==> src/rtl/io_input_reader.sv <==
// io_input_reader: synchronizes, debounces and edge-detects 5 pushbuttons and 24 DIP switches.
// Long-press detection is built only when IO_READER_LONG_PRESS_EN is defined.
module io_input_reader #(
    parameter int unsigned DEBOUNCE_CYCLES = 1000000,
    parameter int unsigned LONG_CYCLES     = 100000000
) (
    input  logic        clk,
    input  logic        rst,
    input  logic [4:0]  io_button,
    input  logic [23:0] io_dip,
    output logic [4:0]  btn_level,
    output logic [4:0]  btn_press,
    output logic [4:0]  btn_release,
    output logic [4:0]  btn_long,
    output logic [23:0] dip_value,
    output logic        dip_changed
);
    localparam int DW = $clog2(DEBOUNCE_CYCLES + 1);
    localparam logic [DW-1:0] DEB_LAST = DW'(DEBOUNCE_CYCLES - 1);

    logic [4:0]          btn_s1_q, btn_s2_q;
    logic [23:0]         dip_s1_q, dip_s2_q, dip_prev_q;
    logic [4:0][DW-1:0]  btn_cnt_q, btn_cnt_d;
    logic [DW-1:0]       dip_cnt_q, dip_cnt_d;
    logic [4:0]          level_q, level_d, press_q, press_d, release_q, release_d;
    logic [23:0]         dip_value_q, dip_value_d;
    logic                dip_changed_q, dip_changed_d;

    always_comb begin
        level_d   = level_q;
        press_d   = '0;
        release_d = '0;
        for (int b = 0; b < 5; b++) begin
            btn_cnt_d[b] = '0;
            if (btn_s2_q[b] != level_q[b]) begin
                if (btn_cnt_q[b] == DEB_LAST) begin
                    level_d[b]   = btn_s2_q[b];
                    press_d[b]   = btn_s2_q[b];
                    release_d[b] = ~btn_s2_q[b];
                end else begin
                    btn_cnt_d[b] = btn_cnt_q[b] + 1'b1;
                end
            end
        end
    end

    // The DIP counter parks at its last value once the vector is stable, so a
    // settled vector equal to dip_value never pulses again.
    always_comb begin
        dip_cnt_d     = dip_cnt_q;
        dip_value_d   = dip_value_q;
        dip_changed_d = 1'b0;
        if (dip_s2_q != dip_prev_q) begin
            dip_cnt_d = '0;
        end else if (dip_cnt_q != DEB_LAST) begin
            dip_cnt_d = dip_cnt_q + 1'b1;
        end else if (dip_s2_q != dip_value_q) begin
            dip_value_d   = dip_s2_q;
            dip_changed_d = 1'b1;
        end
    end

    always_ff @(posedge clk or posedge rst) begin
        if (rst) begin
            btn_s1_q      <= '0;
            btn_s2_q      <= '0;
            dip_s1_q      <= '0;
            dip_s2_q      <= '0;
            dip_prev_q    <= '0;
            btn_cnt_q     <= '0;
            dip_cnt_q     <= '0;
            level_q       <= '0;
            press_q       <= '0;
            release_q     <= '0;
            dip_value_q   <= '0;
            dip_changed_q <= 1'b0;
        end else begin
            btn_s1_q      <= io_button;
            btn_s2_q      <= btn_s1_q;
            dip_s1_q      <= io_dip;
            dip_s2_q      <= dip_s1_q;
            dip_prev_q    <= dip_s2_q;
            btn_cnt_q     <= btn_cnt_d;
            dip_cnt_q     <= dip_cnt_d;
            level_q       <= level_d;
            press_q       <= press_d;
            release_q     <= release_d;
            dip_value_q   <= dip_value_d;
            dip_changed_q <= dip_changed_d;
        end
    end

`ifdef IO_READER_LONG_PRESS_EN
    localparam int LW = $clog2(LONG_CYCLES + 1);
    localparam logic [LW-1:0] LONG_LAST = LW'(LONG_CYCLES - 1);
    localparam logic [LW-1:0] LONG_SAT  = LW'(LONG_CYCLES);

    logic [4:0][LW-1:0] hold_q, hold_d;
    logic [4:0]         long_q, long_d;

    // Saturating one past the trigger value makes the pulse fire once per press.
    always_comb begin
        for (int b = 0; b < 5; b++) begin
            hold_d[b] = !level_q[b] ? '0 : (hold_q[b] == LONG_SAT) ? hold_q[b] : hold_q[b] + 1'b1;
            long_d[b] = level_q[b] && (hold_q[b] == LONG_LAST);
        end
    end

    always_ff @(posedge clk or posedge rst) begin
        if (rst) begin
            hold_q <= '0;
            long_q <= '0;
        end else begin
            hold_q <= hold_d;
            long_q <= long_d;
        end
    end

    assign btn_long = long_q;
`else
    assign btn_long = '0;
`endif

    assign btn_level   = level_q;
    assign btn_press   = press_q;
    assign btn_release = release_q;
    assign dip_value   = dip_value_q;
    assign dip_changed = dip_changed_q;
endmodule

==> config.mk <==
export PLATFORM = sky130hd
export DESIGN_NAME = io_input_reader
export DESIGN_NICKNAME = d
export VERILOG_FILES = /design/src/rtl/io_input_reader.sv
export SDC_FILE = /design/constraint.sdc
export NUM_CORES = 1
export LEC_CHECK = 0
export ABC_CLOCK_PERIOD_IN_PS = 14150
export CELL_PAD_IN_SITES_DETAIL_PLACEMENT = 0
export CELL_PAD_IN_SITES_GLOBAL_PLACEMENT = 2
export CORE_MARGIN = 3
export CORE_UTILIZATION = 45
export CTS_BUF_LIST = sky130_fd_sc_hd__clkbuf_8
export DETAILED_ROUTE_END_ITERATION = 10
export PLACE_DENSITY_LB_ADDON = 0.1
export REMOVE_ABC_BUFFERS = 1
export SKIP_CTS_REPAIR_TIMING = 1
export SLEW_MARGIN = 20
export SYNTH_ARGS = -nofsm -noshare
export SYNTH_HDL_FRONTEND = slang
export SYNTH_SLANG_ARGS = --single-unit
==> constraint.sdc <==
create_clock -name clk -period 14.15 [get_ports clk]
set_clock_uncertainty 0.1 [all_clocks]
set_input_delay 2.1225 -clock clk [delete_from_list [all_inputs] [get_ports clk]]
set_output_delay 2.1225 -clock clk [all_outputs]
set_load 0.01 [all_outputs]
### Word level (Yosys, flattened, before mapping)

Cells that the tools add are included.

| word-level totals | value |
|---|---|
| register bits | 242 |
| output and inout bits | 45 |
| logic and storage cells | 88 |

| cells by class | value |
|---|---|
| add/sub/neg operators | 6 |
| eq/ne operators | 13 |
| multiplexer cells | 35 |
| bitwise logic cells | 7 |
| reductions and logical operators | 7 |

Operators by type and width:

| kind | number |
|---|---|
| 20-bit two-way mux | 12 |
| 20-bit by 1-bit adder with 20-bit output (second input constant) | 6 |
| 20-bit equality test (second input constant) | 5 |
| 24-bit != test | 2 |
| 1-bit two-way mux | 23 |
| 20-bit != test (second input constant) | 1 |
| 2-bit AND reduction | 5 |
| 1-bit inverter | 7 |
| 1-bit != test | 5 |
| 3-bit AND reduction | 1 |
| 2-bit nonzero test | 1 |

### Longest topological paths before layout

Gate-level depths: netlist of run 1.

| logic depth | value |
|---|---|
| depth in word-level cells | 4 |
| gate-level depth with buffers | 8 |
| gate-level depth less buffers | 6 |

### Least setup slack after synthesis of run 1

No wires, ideal clock.

| timing | value |
|---|---|
| path kind | register to output |
| start | register level_q[1] (netlist: btn_level[1]) |
| end | output port btn_level[1] |
| arrival | 414 ps |
| data required time | 11927 ps |
| path slack | 11513 ps |
| cell stages (with the launch flop) | 1 |
| path through | dfrtp_1 |

RTL lines:

| item | line | source |
|---|---|---|
| start: declaration | 25 | `logic [4:0] level_q, level_d, press_q, press_d, release_q, release_d;` |
| start signal: assignment | 85 | `level_q <= level_d;` |
| end: declaration | 11 | `output logic [4:0] btn_level,` |

No word-level cell between the ends.

### Worst setup path in the final report of run 1

| timing | value |
|---|---|
| start | register dip_value_q[2] (netlist: dip_value[2]) |
| end | output port dip_value[2] |

RTL lines:

| item | line | source |
|---|---|---|
| start: declaration | 26 | `logic [23:0] dip_value_q, dip_value_d;` |
| start signal: assignment | 88 | `dip_value_q <= dip_value_d;` |
| end: declaration | 15 | `output logic [23:0] dip_value,` |

No word-level cell between the ends.

==> impl_results.md, run 1 <==
- Die Area: 24050 sq um
- Post-synth EDFFs: 0
- Mux contribution to synthesized area: 0.04116
- P_leak: 5.201 nW
- Starting DRC count in detailed routing: 207
- Worst slew pin tran: 1.048 ns
- Detailed Routing Iterations Pass 1: 4
- Worst Path Max Fanout: 3
- Clock slew at reported path FFs: 0.06 ns
- Mapped Area: 10000 sq um
- Fillers: 1822
- Die Span X: 155.1 um
- Register-to-Register Path Depth: 6
- Syn Area/Cell: 11.99 sq um
- Setup violators final: 0
- Worst hold path type: flop to flop
- Max cap viols: 0
- Vias in the first global route: 6419
- Synth warnings: 0
- DRT antenna net count: 0
- Detailed-route via count: 6262
- Synth Area in XOR/XNOR: 0.1419
- Clock tree buffer depth: 3
- Hold_ws: 0.2418 ns
- Min-delay src: dip_s1_q[22]$_DFF_PP0_
- Most frequent cells in the layout: 242 x dfrtp_1, 136 x nor2_1, 88 x xor2_1
- #FFs+latches synth: 242
- CP Cell Sequence: clkdlybuf4s50_1
- Kind of critical path: flop to primary output
- Sinks on Clock Net: 242
- Area Growth Syn to Fin: 17.08%
- CP Buf/Inv Count: 1
- Final core occ: 0.5466
- Total track usage: 0.1622
- Antenna fix cells: 0
- Hold path depth: 0
- Die Height: 155.1 um
- Worst reg2reg setup slack: 11.02 ns
- Avg WL per Cell: 15.42 um
- Slew headroom: 0.2948
- Post-synthesis sequential area ratio: 0.6055
- Placer Congestion: 0.7666
- Via-to-Cell Ratio: 5.091
- Synth Area in Compound Gates: 0.007256
- RSZ-0062 raised after global routing: no
- Slew Limit Fails: 0
- Skew-Pair Late Insertion Delay: 0.53 ns
- Io pins: 76
- Power density over cell area: 113.1 nW/um^2
- WHS Endpoint: dip_s2_q[22]$_DFF_PP0_
- Post-Syn Instances: 834
- Synth top area share: 0.6055
- CTS Buf Count: 41
- Asr flop ratio synth: 1.000
- Residual overflow from global routing: 0
- First-pass GRT wire length: 32200 um
- FMAX: 265.9 MHz
- Synth top area cells: dfrtp_1 61%, xor2_1 7.7%, xnor2_1 6.5%
- Layout cell share with drive strength beyond 1: 0.09424
- R2r startpoint: dip_cnt_q[15]$_DFFE_PP0P_
- Std-Cell Rows: 53
- VDD IR max: 79.09 uV
- Initial antenna violation count: 0
- # nets final: 968
- Status: completed
- Core ar.: 21420 sq um
- Primary FF master, synth: dfrtp_1
- Family with the most delay on the worst path: buffers and inverters
- R2R Path End: dip_value[18]$_DFFE_PP0P_
- Setup TNS: 0 ns
- CTS tree: done
- Simple-gate portion of the synthesized area: 0.1800
- Crit path DAT: 1.54 ns
- Minimum clock period: 3.761 ns
- Initial Util: 0.4669
- Commonest non-fill, non-tap cell in the layout: dfrtp_1
- Fin crit share: 0.2658
- Largest family of logic cells by synthesized area: simple AND/OR/NAND/NOR gates
- Largest net degree at the start of global routing: 161
- DRC violations left: 0
- Clock root cell: clkbuf_8
- Critical Path RT: 11.93 ns
- Port buffer count: 70
- Critical path's largest stage delay: 0.57 ns
- Detailed Place HPWL: 12600 um
- Count of cell types in the netlist: 39
- Adder-cell share of the synthesized area: 0.007507
- Hold Fails Final Rpt: 0
- Crit. End Element: primary output
- CP startpoint kind: flop
- Post-synth top area cell: dfrtp_1
- H-tree levels: 2
- Slowest cell on crit path: clkdlybuf4s50_1
- Drt total wl: 18970 um
==> report_power, final <==
group	switching [W]	internal (W)	total [W]
Sequential	0.0000124	0.000708	0.000720
Clock	0.000260	0.000300	0.000560
Combinational	0.0000260	0.0000180	0.0000440
Total	0.000299	0.00103	0.00132
==> flip-flops by register name (all words and copies together), names as in the netlist <==
name,cells
btn_cnt_q,100
btn_level,5
btn_press,5
btn_release,5
btn_s1_q,5
btn_s2_q,5
dip_changed,1
dip_cnt_q,20
dip_prev_q,24
dip_s1_q,24
dip_s2_q,24
dip_value,24
==> synthesized netlist by cell type, types with 13 or more instances <==
| library cell | instances |
|---|---|
| and4_1 | 14 |
| nand4_1 | 29 |
| dfrtp_1 | 242 |
| and3_1 | 19 |
| nor4_1 | 14 |
| nor3_1 | 16 |
| nand3_1 | 42 |
| nor2_1 | 136 |
| xor2_1 | 88 |
| clkbuf_1 | 13 |
| xnor2_1 | 74 |
| mux2_4 | 20 |
| nand2_1 | 35 |
==> worst register-to-register path: stages (launching register included) <==
cell       delay, ns
dfrtp_1         0.40
or4b_1          0.51
or4_1           0.74
nor2_8          0.21
o2111ai_4       0.34
buf_4           0.37
mux2_4          0.33
==> worst max path at each step <==
| stage | slack [ns] | cells past startpoint | start | to |
|---|---|---|---|---|
| 6_report | 10.39 | 1 | dip_value[2]$_DFFE_PP0P_ | dip_value[2] |
| 5_1_grt | 10.32 | 1 | btn_level[0]$_DFFE_PP0P_ | btn_level[0] |
| 4_1_cts | 10.02 | 3 | rst | dip_s2_q[15]$_DFF_PP0_ |
| 3_5_place_dp | 9.45 | 3 | rst | btn_cnt_q[33]$_DFF_PP0_ |
| 3_3_place_gp | 9.50 | 3 | rst | btn_cnt_q[24]$_DFF_PP0_ |
| 2_1_floorplan | 5.28 | 1 | rst | btn_cnt_q[0]$_DFF_PP0_ |
==> per-layer routing <==
metal / share of wire / track usage
met5: 0 / 0
met4: 0.025 / 0.05172
met3: 0.036 / 0.03282
met2: 0.48 / 0.2601
met1: 0.46 / 0.2239
==> cell families after synthesis <==
logic type / after synthesis
xor gates and xnor gates: 162
other: 1
AOI/OAI and AO/OA: 7
muxes: 30
buffers and inverters: 34
and+or+nand+nor: 352
adders and majority gates: 6
DFF: 242
==> metrics by stage <==
step	setup slack (ns)	cells	power (W)	area, sq um
6_report	10.39	1230	0.001325	11710
5_1_grt	10.32	1230	0.001390	11710
4_1_cts	10.02	1230	0.001352	11700
3_5_place_dp	9.449	1163	0.0007782	10970
3_3_place_gp	9.504	1163	0.0007768	10970
2_1_floorplan	5.283	816	0.0007577	9898
==> final cells by class <==
class / count / area, sq um / share of cell area
sequential: 242 / 6056 / 0.5172
clock inverter: 20 / 87.58 / 0.007480
clock buffer: 47 / 646.9 / 0.05525
multi-input combinational: 562 / 3797 / 0.3243
tap: 275 / 344.1 / 0.02939
timing repair buffer: 72 / 719.4 / 0.06144
inverter: 12 / 57.56 / 0.004916
(Power assumes the default switching activity.)
==> run 2, diff against run 1 <==
Settings changed: ABC_CLOCK_PERIOD_IN_PS 14150 to 3780, CORE_UTILIZATION 45 to 41.
Clock period 14.15 ns to 3.78 ns, I/O delays scaled along.
==> impl_results.md, run 2 (synthesis gave the netlist of run 1 again) <==
- Die Height: 162.2 um
- CP startpoint kind: flop
- Std-Cell Rows: 56
- Worst reg2reg setup slack: 0.60 ns
- Placer Congestion: 0.7948
- Largest reg by FF count: btn_cnt_q
- Via-to-Cell Ratio: 4.847
- Skew-Pair Late Insertion Delay: 0.53 ns
- Layout cell share with drive strength beyond 1: 0.1056
- Tot Pwr: 0.005168 W
- Commonest non-fill, non-tap cell in the layout: dfrtp_1
- Largest register FFs: 100
- Clock root cell: clkbuf_8
- Seq pwr share: 0.522
- Detailed Place HPWL: 13040 um
- Clock slew at reported path FFs: 0.06 ns
- CTS tree: done
- Minimum clock period: 3.184 ns
- Total track usage: 0.1533
- Die Area: 26300 sq um
- Detailed-route via count: 6228
- # placed instances: 1210
- Vias in the first global route: 6517
- P_sw: 0.001166 W
- Worst slew pin tran: 1.027 ns
- Worst Path Max Fanout: 16
- Setup TNS: 0 ns
- Kind of critical path: flop to flop
- Starting DRC count in detailed routing: 318
- Max cap viols: 0
- Port buffer count: 70
- Core ar.: 23750 sq um
- Io pins: 76
- H-tree levels: 2
- Sw Share: 0.2256
- Power density over cell area: 433.7 nW/um^2
- First-pass GRT wire length: 33170 um
- Initial Util: 0.4210
- Avg WL per Cell: 15.14 um
- Post-Layout Cell Count: 1285
- FMAX: 314.1 MHz
- Int Power: 0.004002 W
- Setup violators final: 0
- Largest net degree at the start of global routing: 95
- # nets final: 972
- Clk pwr share: 0.445
- Drt total wl: 19460 um
- Area of the multi-input gates: 3797 sq um
- Die Span X: 162.2 um
- Status: completed
- Detailed Routing Iterations Pass 1: 5
- P_leak: 5.283 nW
- Residual overflow from global routing: 0
- Fillers: 2101
- Critical Path RT: 4.08 ns
- Slew Limit Fails: 0
- Sinks on Clock Net: 242
- VDD IR max: 277.2 uV
- Crit path DAT: 3.48 ns
- CTS Buf Count: 42
- Fin crit share: 0.8422
- Crit. End Element: flop
- DRT antenna net count: 0
- Register area: 6056 sq um
- DRC violations left: 0
- Initial antenna violation count: 0
- RSZ-0062 raised after global routing: no
- Slew headroom: 0.3089
- Combinational power share: 0.033
- Most frequent cells in the layout: 242 x dfrtp_1, 136 x nor2_1, 88 x xor2_1
- Hold Fails Final Rpt: 0
- Area Growth Syn to Fin: 19.14%
- Antenna fix cells: 0
- Clock tree buffer depth: 3
- Worst hold path type: flop to flop
[run 2: cell types whose count changed in the layout (fill, tap and decap cells not counted)]
cell | before | now
inv_8 | 0 | 1
clkinv_8 | 1 | 0
inv_1 | 25 | 24
buf_4 | 1 | 2
buf_6 | 1 | 0
buf_12 | 0 | 3
clkinvlp_4 | 2 | 1
clkbuf_8 | 47 | 54
clkinv_2 | 4 | 7
[run 2: layout make-up]
class	instances	share of cell area
multi-input combinational	562	0.3187
sequential	242	0.5082
clock inverter	21	0.007666
timing repair buffer	75	0.06511
inverter	12	0.004410
tap	319	0.03350
clock buffer	54	0.06238
[run 2: metrics by stage]
stage	worst slack (ns)	hold slack [ns]	cell area, sq um	utilization
final	0.5964	0.2424	11920	0.5016
after detailed placement	0.5973	0.2347	11080	0.4665
after floorplan	-3.532	0.2312	9898	-
after CTS	0.5868	0.2454	11920	0.5016
after global placement	0.6553	0.2333	11080	0.4665
after global routing	0.4813	0.2430	11920	0.5016
[run 2: power groups by stage]
stage          Sequential [W]  Clock [W]  Combinational (W)
2_1_floorplan         0.00273          0           0.000106
3_3_place_gp          0.00274          0           0.000175
3_5_place_dp          0.00274          0           0.000179
4_1_cts               0.00270    0.00239           0.000180
5_1_grt               0.00270    0.00253           0.000198
6_report              0.00270    0.00230           0.000172
[run 2: layer usage]
layer	vias to the layer above	track usage	wire, um
li1	3016	-	-
met1	3063	0.2100	8896
met2	113	0.2396	9076
met3	36	0.03928	1018
met4	0	0.05157	465
met5	-	0	0
[run 2: critical path, cell delays in order (launching register included)]
cell	delay (ns)
dfrtp_1	0.40
or4b_1	0.52
or4_1	0.72
nor2_8	0.20
o2111ai_4	0.43
buf_4	0.38
mux2_4	0.31
[run 2: final timing paths]
path                                           start                        to  depth (start not counted)
min in group asynchronous                        rst   btn_cnt_q[71]$_DFF_PP0_                          2
hold reg to reg                dip_s1_q[0]$_DFF_PP0_     dip_s2_q[0]$_DFF_PP0_                          0
max in group asynchronous                        rst   dip_prev_q[8]$_DFF_PP0_                          3
setup reg to reg           dip_cnt_q[15]$_DFFE_PP0P_  dip_value[1]$_DFFE_PP0P_                          6
setup / recovery           dip_cnt_q[15]$_DFFE_PP0P_  dip_value[1]$_DFFE_PP0P_                          6
hold / removal                 dip_s1_q[0]$_DFF_PP0_     dip_s2_q[0]$_DFF_PP0_                          0
==> run 3, diff against run 2 <==
Settings changed: ABC_CLOCK_PERIOD_IN_PS 3780 to 2930.
Clock period 3.78 ns to 2.93 ns, I/O delays scaled along.
==> impl_results.md, run 3 (synthesis gave the netlist of run 1 again) <==
- Slew Limit Fails: 0
- Clk pwr share: 0.475
- Via-to-Cell Ratio: 4.830
- Placer Congestion: 0.7853
- Most frequent cells in the layout: 242 x dfrtp_1, 136 x nor2_1, 88 x xor2_1
- Std-Cell Rows: 56
- Area Growth Syn to Fin: 20.77%
- Port buffer count: 70
- Worst path depth: 6
- Family with the most delay on the worst path: simple AND/OR/NAND/NOR gates
- Largest net degree at the start of global routing: 76
- Placed cell area: 11140 sq um
- DRC violations left: 0
- Slew headroom: 0.4441
- Total track usage: 0.1570
- Die Height: 162.2 um
- Crit path DAT: 3.04 ns
- Post-layout instance area: 12080 sq um
- Register-to-Register Path Depth: 6
- P_sw: 0.001544 W
- First-pass GRT wire length: 33690 um
- Critical path's largest stage delay: 0.64 ns
- Critical Path RT: 3.24 ns
- P_leak: 5.342 nW
- Area of the multi-input gates: 3797 sq um
- DRT antenna net count: 0
- Residual overflow from global routing: 0
- Vias in the first global route: 6704
- Detailed-route via count: 6226
- Detailed Routing Iterations Pass 1: 4
- Initial antenna violation count: 0
- Hold path depth: 1
- # nets final: 979
- Sw Share: 0.2187
- Starting DRC count in detailed routing: 289
- Core ar.: 23750 sq um
- Post-Layout Cell Count: 1289
- Slowest cell on crit path: or4_1
- Kind of critical path: flop to flop
- CP Cell Sequence: or4b_1 > or4_1 > nor2_8 > o2111ai_4 > buf_12 > mux2_4
- Register area: 6056 sq um
- Power density over cell area: 584.3 nW/um^2
- Setup violators final: 0
- Avg WL per Cell: 15.34 um
- # placed instances: 1216
- Clock tree buffer depth: 3
- Detailed Place HPWL: 13350 um
- Skew-Pair Late Insertion Delay: 0.54 ns
- Layout cell share with drive strength beyond 1: 0.1175
- CTS tree: done
- Antenna fix cells: 0
- Clock slew at reported path FFs: 0.06 ns
- CP Buf/Inv Count: 1
- Commonest non-fill, non-tap cell in the layout: dfrtp_1
- Largest reg by FF count: btn_cnt_q
- Drt total wl: 19780 um
- Worst slew pin tran: 0.8274 ns
- CP startpoint kind: flop
- Die Span X: 162.2 um
- Hold Fails Final Rpt: 0
- CTS Buf Count: 43
- Io pins: 76
- Worst hold path type: input port to flop
- Minimum clock period: 2.737 ns
- RSZ-0062 raised after global routing: no
- Fillers: 2072
- Max cap viols: 0
- Largest register FFs: 100
- Status: completed
- Die Area: 26300 sq um
- Seq pwr share: 0.493
- Combinational power share: 0.032
- Sinks on Clock Net: 242
- Final core occ: 0.5085
- Clock root cell: clkbuf_8
- Crit. End Element: flop
- Fin crit share: 0.9342
- VDD IR max: 326.8 uV
- Int Power: 0.005514 W
- Worst Path Max Fanout: 20
- Initial Util: 0.4210
- FMAX: 365.3 MHz
- H-tree levels: 2
==> run 3: path summary, 6_finish.rpt <==
check	from	to	slack (ns)
max in group asynchronous	rst	dip_cnt_q[9]$_DFFE_PP0P_	1.74
min in group asynchronous	rst	btn_cnt_q[66]$_DFF_PP0_	0.27
setup reg to reg	dip_cnt_q[15]$_DFFE_PP0P_	dip_value[9]$_DFFE_PP0P_	0.19
hold reg to reg	btn_s1_q[2]$_DFF_PP0_	btn_s2_q[2]$_DFF_PP0_	0.25
hold / removal	io_dip[19]	dip_s1_q[19]$_DFF_PP0_	0.24
setup / recovery	dip_cnt_q[15]$_DFFE_PP0P_	dip_value[9]$_DFFE_PP0P_	0.19
==> run 3: layout make-up <==
cell class | count | share of cell area
Clock inverter | 16 | 0.01285
Tap cell | 319 | 0.03305
Clock buffer | 57 | 0.06495
Sequential cell | 242 | 0.5014
Timing Repair Buffer | 81 | 0.06899
Inverter | 12 | 0.004351
Multi-Input combinational cell | 562 | 0.3144
==> run 3: stage by stage <==
step | TNS (ns) | worst slack, ns | hold slack, ns | power (W)
after floorplan | -1029.54 | -4.254 | 0.2312 | 0.003659
after global placement | 0 | 0.2238 | 0.2329 | 0.003766
after detailed placement | 0 | 0.1974 | 0.2355 | 0.003775
after CTS | 0 | 0.1805 | 0.1924 | 0.007194
after global routing | 0 | 0.09024 | 0.2104 | 0.007380
final | 0 | 0.1927 | 0.2382 | 0.007057
==> run 3: worst register-to-register path, stage by stage, from the launching register on <==
cell and delay [ns]:
dfrtp_1 0.40, or4b_1 0.53, or4_1 0.64, nor2_8 0.16, o2111ai_4 0.23, buf_12 0.25, mux2_4 0.31
==> run 3: power by group through the flow <==
stage / registers, W / logic (W) / clock network (W)
after floorplan: 0.00352 / 0.000136 / 0
after global placement: 0.00354 / 0.000230 / 0
after detailed placement: 0.00354 / 0.000235 / 0
after CTS: 0.00348 / 0.000237 / 0.00348
after global routing: 0.00349 / 0.000259 / 0.00363
final: 0.00348 / 0.000227 / 0.00335
==> run 3: per-layer routing <==
metal | up-vias | share of wire | track usage
met3 | 40 | 0.046 | 0.03724
li1 | 3022 | - | -
met5 | - | 0 | 0
met4 | 0 | 0.023 | 0.05777
met1 | 3060 | 0.46 | 0.2102
met2 | 104 | 0.47 | 0.2505
